$ cat src/rtl/float_pkg.sv
`default_nettype none
//------------------------------------------------------------------------------
// Module      : float_pkg
// Description : Shared single-precision float constants, field helpers and
//               sequencer state encodings for float_mul / float_sub.
// Revision    : 1.0
//------------------------------------------------------------------------------
package float_pkg;

    localparam int WORD_W  = 32;
    localparam int EXP_W   = 8;
    localparam int FRAC_W  = 23;
    localparam int BIAS    = 127;
    localparam int EXP_MAX = 254;
    localparam int MANT_W  = FRAC_W + 4;   // hidden + fraction + G/R/S
    localparam int SEXP_W  = 10;           // signed exponent, headroom both ways

    typedef enum logic [2:0] {
        ST_IDLE   = 3'd0,
        ST_ALIGN  = 3'd1,
        ST_ADDSUB = 3'd2,
        ST_NORM   = 3'd3,
        ST_ROUND  = 3'd4,
        ST_FINISH = 3'd5
    } state_t;

    function automatic logic f_sign(input logic [WORD_W-1:0] f);
        return f[WORD_W-1];
    endfunction

    function automatic logic [EXP_W-1:0] f_exp(input logic [WORD_W-1:0] f);
        return f[WORD_W-2 -: EXP_W];
    endfunction

    // Zero exponent flushes the operand to zero, fraction ignored.
    function automatic logic [MANT_W-1:0] f_mant(input logic [WORD_W-1:0] f);
        if (f[WORD_W-2 -: EXP_W] == '0)
            return '0;
        else
            return {1'b1, f[FRAC_W-1:0], 3'b000};
    endfunction

endpackage
`default_nettype wire

$ cat src/rtl/float_align_shift.sv
`default_nettype none
//------------------------------------------------------------------------------
// Module      : float_align_shift
// Description : Combinational right shift of the 27-bit mantissa; bits shifted
//               out are OR-ed into the sticky position.
// Revision    : 1.0
//------------------------------------------------------------------------------
module float_align_shift
    import float_pkg::*;
(
    input  logic [MANT_W-1:0] i_mant,
    input  logic [EXP_W-1:0]  i_shamt,
    output logic [MANT_W-1:0] o_mant
);

    localparam logic [EXP_W-1:0] c_max_shift = EXP_W'(MANT_W);

    logic [MANT_W-1:0] w_shifted;
    logic [MANT_W-1:0] w_mask;
    logic              w_sticky;

    always_comb begin
        w_shifted = '0;
        w_mask    = '0;
        w_sticky  = 1'b0;
        o_mant    = '0;
        if (i_shamt >= c_max_shift) begin
            o_mant = {{(MANT_W-1){1'b0}}, |i_mant};
        end else begin
            w_shifted = i_mant >> i_shamt;
            w_mask    = ~({MANT_W{1'b1}} << i_shamt);
            w_sticky  = |(i_mant & w_mask);
            o_mant    = {w_shifted[MANT_W-1:1], w_shifted[0] | w_sticky};
        end
    end

endmodule
`default_nettype wire

$ cat src/rtl/float_sub.sv
`default_nettype none
//------------------------------------------------------------------------------
// Module      : float_sub
// Description : Multi-cycle single-precision subtractor, float_out = A - B,
//               with start/ready handshake matching float_mul.
// Revision    : 1.0
//------------------------------------------------------------------------------
module float_sub
    import float_pkg::*;
(
    input  logic              clk,
    input  logic              rst,
    input  logic              start,
    input  logic [WORD_W-1:0] float_in_1,
    input  logic [WORD_W-1:0] float_in_2,
    output logic [WORD_W-1:0] float_out,
    output logic              ready
);

    localparam logic signed [SEXP_W-1:0] c_exp_ovf = SEXP_W'(EXP_MAX);
    localparam logic signed [SEXP_W-1:0] c_exp_unf = SEXP_W'(1);

    state_t r_state;
    state_t w_state_next;

    logic [WORD_W-1:0]        r_a;
    logic [WORD_W-1:0]        r_b;
    logic                     r_sign;
    logic                     r_eff_sub;
    logic signed [SEXP_W-1:0] r_exp;
    logic [MANT_W-1:0]        r_mant_l;
    logic [MANT_W-1:0]        r_mant_s;
    logic [MANT_W:0]          r_mant;     // carry bit on top

    logic [EXP_W-1:0]  w_exp_a, w_exp_b, w_exp_l, w_exp_s, w_shamt;
    logic [MANT_W-1:0] w_mant_a, w_mant_b, w_mant_l, w_mant_s_raw, w_mant_s_al;
    logic              w_a_ge_b, w_sign_l, w_sign_s;
    logic [MANT_W:0]   w_sum;
    logic              w_sum_zero;
    logic [FRAC_W+1:0] w_rnd;
    logic [WORD_W-1:0] w_result;

    // Operand ordering so the magnitude subtraction never goes negative.
    always_comb begin
        w_exp_a      = f_exp(r_a);
        w_exp_b      = f_exp(r_b);
        w_mant_a     = f_mant(r_a);
        w_mant_b     = f_mant(r_b);
        w_a_ge_b     = {w_exp_a, w_mant_a} >= {w_exp_b, w_mant_b};
        w_exp_l      = w_a_ge_b ? w_exp_a  : w_exp_b;
        w_exp_s      = w_a_ge_b ? w_exp_b  : w_exp_a;
        w_mant_l     = w_a_ge_b ? w_mant_a : w_mant_b;
        w_mant_s_raw = w_a_ge_b ? w_mant_b : w_mant_a;
        w_sign_l     = w_a_ge_b ? f_sign(r_a) : f_sign(r_b);
        w_sign_s     = w_a_ge_b ? f_sign(r_b) : f_sign(r_a);
        w_shamt      = w_exp_l - w_exp_s;
    end

    float_align_shift u_align_shift (
        .i_mant  (w_mant_s_raw),
        .i_shamt (w_shamt),
        .o_mant  (w_mant_s_al)
    );

    always_comb begin
        w_sum      = r_eff_sub ? ({1'b0, r_mant_l} - {1'b0, r_mant_s})
                               : ({1'b0, r_mant_l} + {1'b0, r_mant_s});
        w_sum_zero = (w_sum == '0);
        w_rnd      = {1'b0, r_mant[MANT_W-1:3]} + {{(FRAC_W+1){1'b0}}, r_mant[2]};
        if (r_exp > c_exp_ovf)
            w_result = {r_sign, {EXP_W{1'b1}}, {FRAC_W{1'b0}}};
        else if (r_exp < c_exp_unf)
            w_result = '0;
        else
            w_result = {r_sign, r_exp[EXP_W-1:0], r_mant[MANT_W-2:3]};
    end

    always_ff @(posedge clk or posedge rst) begin
        if (rst)
            r_state <= ST_IDLE;
        else
            r_state <= w_state_next;
    end

    always_comb begin
        w_state_next = r_state;
        case (r_state)
            ST_IDLE:   if (start) w_state_next = ST_ALIGN;
            ST_ALIGN:  w_state_next = ST_ADDSUB;
            ST_ADDSUB: w_state_next = w_sum_zero ? ST_FINISH : ST_NORM;
            ST_NORM: begin
                if (r_mant[MANT_W] || r_mant[MANT_W-1])
                    w_state_next = ST_ROUND;
            end
            ST_ROUND:  w_state_next = ST_FINISH;
            ST_FINISH: w_state_next = ST_IDLE;
            default:   w_state_next = ST_IDLE;
        endcase
    end

    always_ff @(posedge clk or posedge rst) begin
        if (rst) begin
            r_a       <= '0;
            r_b       <= '0;
            r_sign    <= 1'b0;
            r_eff_sub <= 1'b0;
            r_exp     <= '0;
            r_mant_l  <= '0;
            r_mant_s  <= '0;
            r_mant    <= '0;
            float_out <= '0;
            ready     <= 1'b0;
        end else begin
            ready <= 1'b0;
            case (r_state)
                ST_IDLE: begin
                    if (start) begin
                        r_a <= float_in_1;
                        r_b <= {~float_in_2[WORD_W-1], float_in_2[WORD_W-2:0]};
                    end
                end
                ST_ALIGN: begin
                    r_sign    <= w_sign_l;
                    r_eff_sub <= w_sign_l ^ w_sign_s;
                    r_exp     <= {2'b00, w_exp_l};
                    r_mant_l  <= w_mant_l;
                    r_mant_s  <= w_mant_s_al;
                end
                ST_ADDSUB: begin
                    if (w_sum_zero) begin
                        r_sign <= 1'b0;
                        r_exp  <= '0;
                        r_mant <= '0;
                    end else begin
                        r_mant <= w_sum;
                    end
                end
                ST_NORM: begin
                    if (r_mant[MANT_W]) begin
                        r_mant <= {1'b0, r_mant[MANT_W:2], r_mant[1] | r_mant[0]};
                        r_exp  <= r_exp + 10'sd1;
                    end else if (!r_mant[MANT_W-1]) begin
                        r_mant <= {r_mant[MANT_W-1:0], 1'b0};
                        r_exp  <= r_exp - 10'sd1;
                    end
                end
                ST_ROUND: begin
                    // Rounding up out of 1.111.. yields exactly 1.0 one binade higher.
                    if (w_rnd[FRAC_W+1]) begin
                        r_mant <= {2'b01, {(MANT_W-1){1'b0}}};
                        r_exp  <= r_exp + 10'sd1;
                    end else begin
                        r_mant <= {1'b0, w_rnd[FRAC_W:0], 3'b000};
                    end
                end
                ST_FINISH: begin
                    float_out <= w_result;
                    ready     <= 1'b1;
                end
                default: ;
            endcase
        end
    end

endmodule
`default_nettype wire

$ cat config.mk
export PLATFORM = sky130hd
export DESIGN_NAME = float_sub
export DESIGN_NICKNAME = d
export VERILOG_FILES = /design/src/rtl/float_pkg.sv /design/src/rtl/float_align_shift.sv /design/src/rtl/float_sub.sv
export SDC_FILE = /design/constraint.sdc
export NUM_CORES = 1
export LEC_CHECK = 0
export ABC_AREA = 1
export ABC_CLOCK_PERIOD_IN_PS = 6700
export CAP_MARGIN = 10
export CORE_ASPECT_RATIO = 0.7
export CORE_UTILIZATION = 40
export CTS_CLUSTER_SIZE = 25
export DETAILED_ROUTE_END_ITERATION = 10
export SLEW_MARGIN = 20
export SYNTH_ARGS = -nofsm -noshare
export SYNTH_HDL_FRONTEND = slang
export SYNTH_SLANG_ARGS = --single-unit
$ cat constraint.sdc
create_clock -name clk -period 6.7 [get_ports clk]
set_input_delay 1.34 -clock clk [delete_from_list [all_inputs] [get_ports clk]]
set_output_delay 1.34 -clock clk [all_outputs]
set_load 0.005 [all_outputs]
=== Word level (Yosys, flattened, before mapping) ===
Index checks and enable logic that the tools add are counted.

* Output and inout port bits: 33
* Logic and storage cells: 84
* Flip-flop bits (word level): 194

* Add/sub/neg operators: 6
* Shifts and indexed selects: 2
* Bitwise gates (word level): 6
* Order comparisons: 4
* Mux-type cells: 29
* Reductions and logical operators: 15
* Equal/unequal tests: 10

{| class="wikitable"
|+ Operators by type and width
! operator !! count
|-
| two-way mux 27 bit || 8
|-
| one-hot mux 28 bit (3 select lines) || 1
|-
| two-way mux 32 bit || 2
|-
| two-way mux 28 bit || 2
|-
| OR reduction 27 bit || 2
|-
| two-way mux 10 bit || 4
|-
| one-hot mux 10 bit (4 select lines) || 1
|-
| greater-or-equal comparator 35 bit || 1
|-
| adder 27 x 27 -> 28 bit || 1
|-
| logical NOT 28 bit || 1
|-
| subtractor 27 x 27 -> 28 bit || 1
|-
| bitwise AND 27 bit || 1
|-
| NOT 27 bit || 1
|-
| left shift 27 x 8 -> 27 bit, first input constant || 1
|-
| >> shifter 27 x 8 -> 27 bit || 1
|-
| adder 24 x 1 -> 25 bit || 1
|-
| logical NOT 8 bit || 2
|-
| two-way mux 8 bit || 2
|-
| one-hot mux 3 bit (5 select lines) || 1
|-
| adder 10 x 2 -> 10 bit, second input constant || 1
|-
| greater-than comparator 10 x 9 -> 1 bit, second input constant || 1
|-
| < comparator 10 x 2 -> 1 bit, second input constant || 1
|-
| subtractor 10 x 2 -> 10 bit, second input constant || 1
|-
| two-way mux 3 bit || 3
|-
| other kinds (19) || 31
|}

=== Logic depth before layout (Yosys ltp) ===
* Depth after elaboration: 11
* Depth in mapped cells: 40
* Depth with buffers taken out: 38

=== Cells and area by module ===
From an unflattened synthesis, not the netlist that was laid out.

* Cell total of the unflattened synthesis: 2356
* Area, all modules: 15332.2 µm²

{| class="wikitable"
|+ By module, submodules not included
! module !! cells an instance !! instances !! area an instance (µm²)
|-
| float_sub || 1926 || 1 || 13372.8
|-
| float_align_shift || 430 || 1 || 1959.4
|}

=== Worst setup path after synthesis ===
No wires, ideal clock.

* Kind: register -> register
* Start point: reg r_b[29]
* End point: reg r_mant_s[0]
* Arrival: 4.121 ns
* Setup time: 0.117 ns
* Period minus slack after synthesis: 4.239 ns
* Slack: 2.461 ns
* Data required time: 6.583 ns
* Cell stages (with the launch flop): 37
* Path through: dfrtp_1 -> inv_1 -> nand4_1 -> nor2_1 -> inv_1 -> clkbuf_1 -> clkbuf_1 -> nand2_1 -> ha_1 -> nand2_1 -> inv_1 -> nand2_1 -> nand2_1 -> nor2_1 -> nand2_1 -> nand2_1 -> nand2_1 -> nand2_2 -> nand2_4 -> nand2_1 -> nand3_2 -> ha_1 -> inv_1 -> nand2_1 -> nand2_1 -> nand3_1 -> xor2_1 -> nor2_2 -> nand2_1 -> o31ai_1 -> nand3_1 -> nor2_1 -> nand3_1 -> nor3_1 -> nand2_1 -> nand2_1 -> nand2_1

* Word-level cells in the longest chain between the ends: 11
* Elaborated cells on any way between the ends: 16
* Those cells by class: 1 x add/sub; 2 x order compare; 2 x shift; 5 x mux; 3 x bitwise; 3 x reduce/logical

{| class="wikitable"
|+ Ends and longest elaborated chain
! item !! RTL line !! source
|-
| from (decl) || float_sub.sv:27 || <nowiki>logic [WORD_W-1:0] r_b;</nowiki>
|-
| from (signal assigned) || float_sub.sv:119 || <nowiki>r_b <= {~float_in_2[WORD_W-1], float_in_2[WORD_W-2:0]};</nowiki>
|-
| logical NOT 8 bit || float_pkg.sv:37 || <nowiki>if (f[WORD_W-2 -: EXP_W] == '0)</nowiki>
|-
| two-way mux 27 bit || float_pkg.sv:37 ||
|-
| greater-or-equal comparator 35 bit || float_sub.sv:49 || <nowiki>w_a_ge_b = {w_exp_a, w_mant_a} >= {w_exp_b, w_mant_b};</nowiki>
|-
| two-way mux 8 bit, on equally long branches || float_sub.sv:50, float_sub.sv:51 ||
|-
| subtractor 8 bit || float_sub.sv:56 || <nowiki>w_shamt = w_exp_l - w_exp_s;</nowiki>
|-
| left shift 27 x 8 -> 27 bit || float_align_shift.sv:31 || <nowiki>w_mask = ~({MANT_W{1'b1}} << i_shamt);</nowiki>
|-
| NOT 27 bit || float_align_shift.sv:31 ||
|-
| bitwise AND 27 bit || float_align_shift.sv:32 || <nowiki>w_sticky = |(i_mant & w_mask);</nowiki>
|-
| OR reduction 27 bit || float_align_shift.sv:32 ||
|-
| OR 1 bit || float_align_shift.sv:33 || <nowiki>o_mant = {w_shifted[MANT_W-1:1], w_shifted[0] | w_sticky};</nowiki>
|-
| two-way mux 27 bit * || float_align_shift.sv:27 || <nowiki>if (i_shamt >= c_max_shift) begin</nowiki>
|-
| to (signal assigned) || float_sub.sv:127 || <nowiki>r_mant_s <= w_mant_s_al;</nowiki>
|-
| to (decl) || float_sub.sv:32 || <nowiki>logic [MANT_W-1:0] r_mant_s;</nowiki>
|}

Mark *: on every way between the ends. The rest lies on a longest branch, timed or not.
A chain may end at the register's enable or synchronous reset.

=== Worst setup path in the final report ===
Ends and elaborated chain as after synthesis.

==> flow_metrics.env <==
export IMPL_outcome="complete, no violations"
export IMPL_slowest_delay_ns=0.68
export IMPL_finalClockSkew_ns=0.0163
export IMPL_die_height_um=161
export IMPL_tns_ns=0
export IMPL_avgSynthCellArea_um2=7.02
export IMPL_drc_errors=0
export IMPL_ctsResizeCount=0
export IMPL_min_path_cells=2
export IMPL_worstPathMaxFanout=36
export IMPL_grt_pass1_vias=13412
export IMPL_clk_latency_ns=0.45
export IMPL_grt_pass1_wl_um=74800
export IMPL_mostFrequentLayoutCell="nand2_1"
export IMPL_dp_hpwl_um=36000
export IMPL_grt_use_total_pct=25.4
export IMPL_yosysSeqAreaShare_pct=33.0
export IMPL_reg2reg_slack_ns=0.54
export IMPL_initial_core_util_pct=41.2
export IMPL_cts_sinks=191
export IMPL_final_max_slew_violation_count=0
export IMPL_gr_total_overflow=0
export IMPL_place_gp_congestion=0.953
export IMPL_die_area_um2=37000
export IMPL_syn_instance_count=2063
export IMPL_synth_edf_count=0
export IMPL_worstSetupPathType="reg -> reg"
export IMPL_ys_warn_count=0
export IMPL_worstMarginPinSlew_ns=0.964
export IMPL_h_tree_depth=4
export IMPL_r2r_end="r_mant_s[0]$_DFFE_PP0P_"
export IMPL_cp_arrival_ns=6.49
export IMPL_diodes=0
export IMPL_hold_slack_ns=0.483
export IMPL_num_vias=14402
export IMPL_maxSlewHeadroom_pct=35.1
export IMPL_design_core_area_um2=35200
export IMPL_ant_nets=0
export IMPL_ys_flop_type="dfrtp_1"
export IMPL_min_delay_start="float_out[27]$_DFFE_PP0P_"
export IMPL_dp_cells=2567
export IMPL_cts_root_buffer="clkbuf_16"
export IMPL_async_flop_share_pct=100
export IMPL_cts_tree="built"
export IMPL_rsz0062_at_grt="false"
export IMPL_end_kind="flop"
export IMPL_timing_rr_start="r_b[29]$_DFFE_PP0P_"
export IMPL_fmax_ghz=0.162
export IMPL_numCtsBuffers=17
export IMPL_antenna_found_initial=0
export IMPL_wl_um=46500
export IMPL_rows=57
export IMPL_finalSetupViolCount=0
export IMPL_final_cell_mix="481 x nand2_1, 234 x inv_1, 213 x nor2_1"
export IMPL_fin_cells=2599
export IMPL_drtPass1Iterations=6
export IMPL_clock_path_buffers=2
export IMPL_via_per_inst=5.54
export IMPL_cts_setup_buffers=0
export IMPL_finalHoldViolCount=0
export IMPL_min_period_ns=6.16
export IMPL_synth_seq_cells=191
export IMPL_timing_final_crit_share_pct=92.0
export IMPL_grt_max_degree=85
export IMPL_worstHoldPathType="reg -> reg"
export IMPL_wire_per_inst_um=17.9
export IMPL_startpoint="r_b[29]$_DFFE_PP0P_"
export IMPL_startpoint_type="flop"
export IMPL_cts_hold_buffers=0
export IMPL_area_growth_syn_to_layout_pct=13.7
export IMPL_yosysUniqueCellTypes=62
export IMPL_finalNetCount=2244
export IMPL_pin_count=100
export IMPL_syn_nets=2193
export IMPL_critical_path_required_ns=7.03
export IMPL_cp_slowest_cell="xnor2_2"
export IMPL_drtIter0Drc=1768
export IMPL_drive_gt1_share_pct=6.49
export IMPL_port_buffers=99
export IMPL_maxCapViolCount=0
export IMPL_hold_end="float_out[27]$_DFFE_PP0P_"
export IMPL_syn_area_um2=14500
export IMPL_clk_pin_slew_ns=0.07
export IMPL_crit_top_cell="nand2_1"
export IMPL_fin_util_pct=46.8
export IMPL_die_w_um=229
export IMPL_r2r_cells=31
==> synthesized netlist by cell type (all sizes together), types with 6 or more instances <==
cell type | count | area [µm²]
a21oi | 133 | 684
nor2 | 229 | 920
clkinv | 6 | 22.5
o221ai | 27 | 236
o21a | 26 | 195
inv | 243 | 915
nor4 | 8 | 50.1
xor2 | 62 | 543
or2 | 7 | 43.8
nand3 | 150 | 803
nand2 | 496 | 1910
o211ai | 6 | 45.0
o21ai | 133 | 703
a31oi | 13 | 81.3
clkbuf | 53 | 199
o31ai | 25 | 193
nor3 | 27 | 140
a22oi | 17 | 128
dfrtp | 191 | 4780
ha | 63 | 788
a221oi | 8 | 70.1
mux2 | 11 | 124
buf | 35 | 205
o22ai | 35 | 219
xnor2 | 11 | 104
nand4 | 24 | 163
==> per-stage QoR <==
stage / setup WS, ns / instance area [µm²]
6_report: 0.538 / 16500
3_5_place_dp: 0.777 / 15800
2_1_floorplan: 0.161 / 14500
5_1_grt: 0.0497 / 16500
4_1_cts: 0.732 / 16500
3_3_place_gp: 0.948 / 15800
==> worst max-delay path: cells and delay by family (launching register included) <==
family | cells | cell delay, ns
buffers and inverters | 5 | 1.00
AND/OR/NAND/NOR | 23 | 3.36
XOR/XNOR | 1 | 0.68
adder cells (fa/ha/maj) | 1 | 0.28
AO/OA/AOI/OAI | 1 | 0.31
flip-flops | 1 | 0.39
==> cell families after synthesis <==
group	count (synthesis)	synth area share (%)
AND/OR/NAND/NOR	944	28.0
buffers and inverters	337	9.26
adder cells (fa/ha/maj)	63	5.44
XOR/XNOR	73	4.47
flip-flops	191	33.0
multiplexers	12	0.924
AO/OA/AOI/OAI	443	18.9
==> flip-flops by register name, indices dropped and copies added, names as in the netlist <==
| signal | count |
|---|---|
| r_eff_sub | 1 |
| r_sign | 1 |
| ready | 1 |
| float_out | 32 |
| r_mant_s | 27 |
| r_a | 32 |
| r_mant | 28 |
| r_exp | 10 |
| r_mant_l | 24 |
| r_b | 32 |
| r_state | 3 |
==> area by class of cell <==
type	instances	area, µm²
Multi-Input combinational cell	1535	8390
Sequential cell	191	4780
Tap cell	472	591
Clock inverter	13	180
Clock buffer	19	443
Inverter	249	945
Timing Repair Buffer	120	1150
Fill cell	3573	18700
==> per-layer routing <==
layer	wire length, µm	global-route usage [%]	part of all wire, %	vias up
met4	802	6.27	1.7	0
met2	18200	34.8	39	584
li1	-	-	-	7000
met3	4360	6.04	9.4	50
met1	23200	39.3	50	6768
met5	0	0	0	-
==> worst max-delay path by stage <==
stage                               endpoint
global placement     r_mant_s[0]$_DFFE_PP0P_
global route         r_mant_s[0]$_DFFE_PP0P_
floorplan           float_out[0]$_DFFE_PP0P_
finish               r_mant_s[0]$_DFFE_PP0P_
detailed placement   r_mant_s[0]$_DFFE_PP0P_
CTS                  r_mant_s[0]$_DFFE_PP0P_
Power is not shown: default switching activity piles up to over one toggle a cycle in this logic, so the estimate is an artifact.
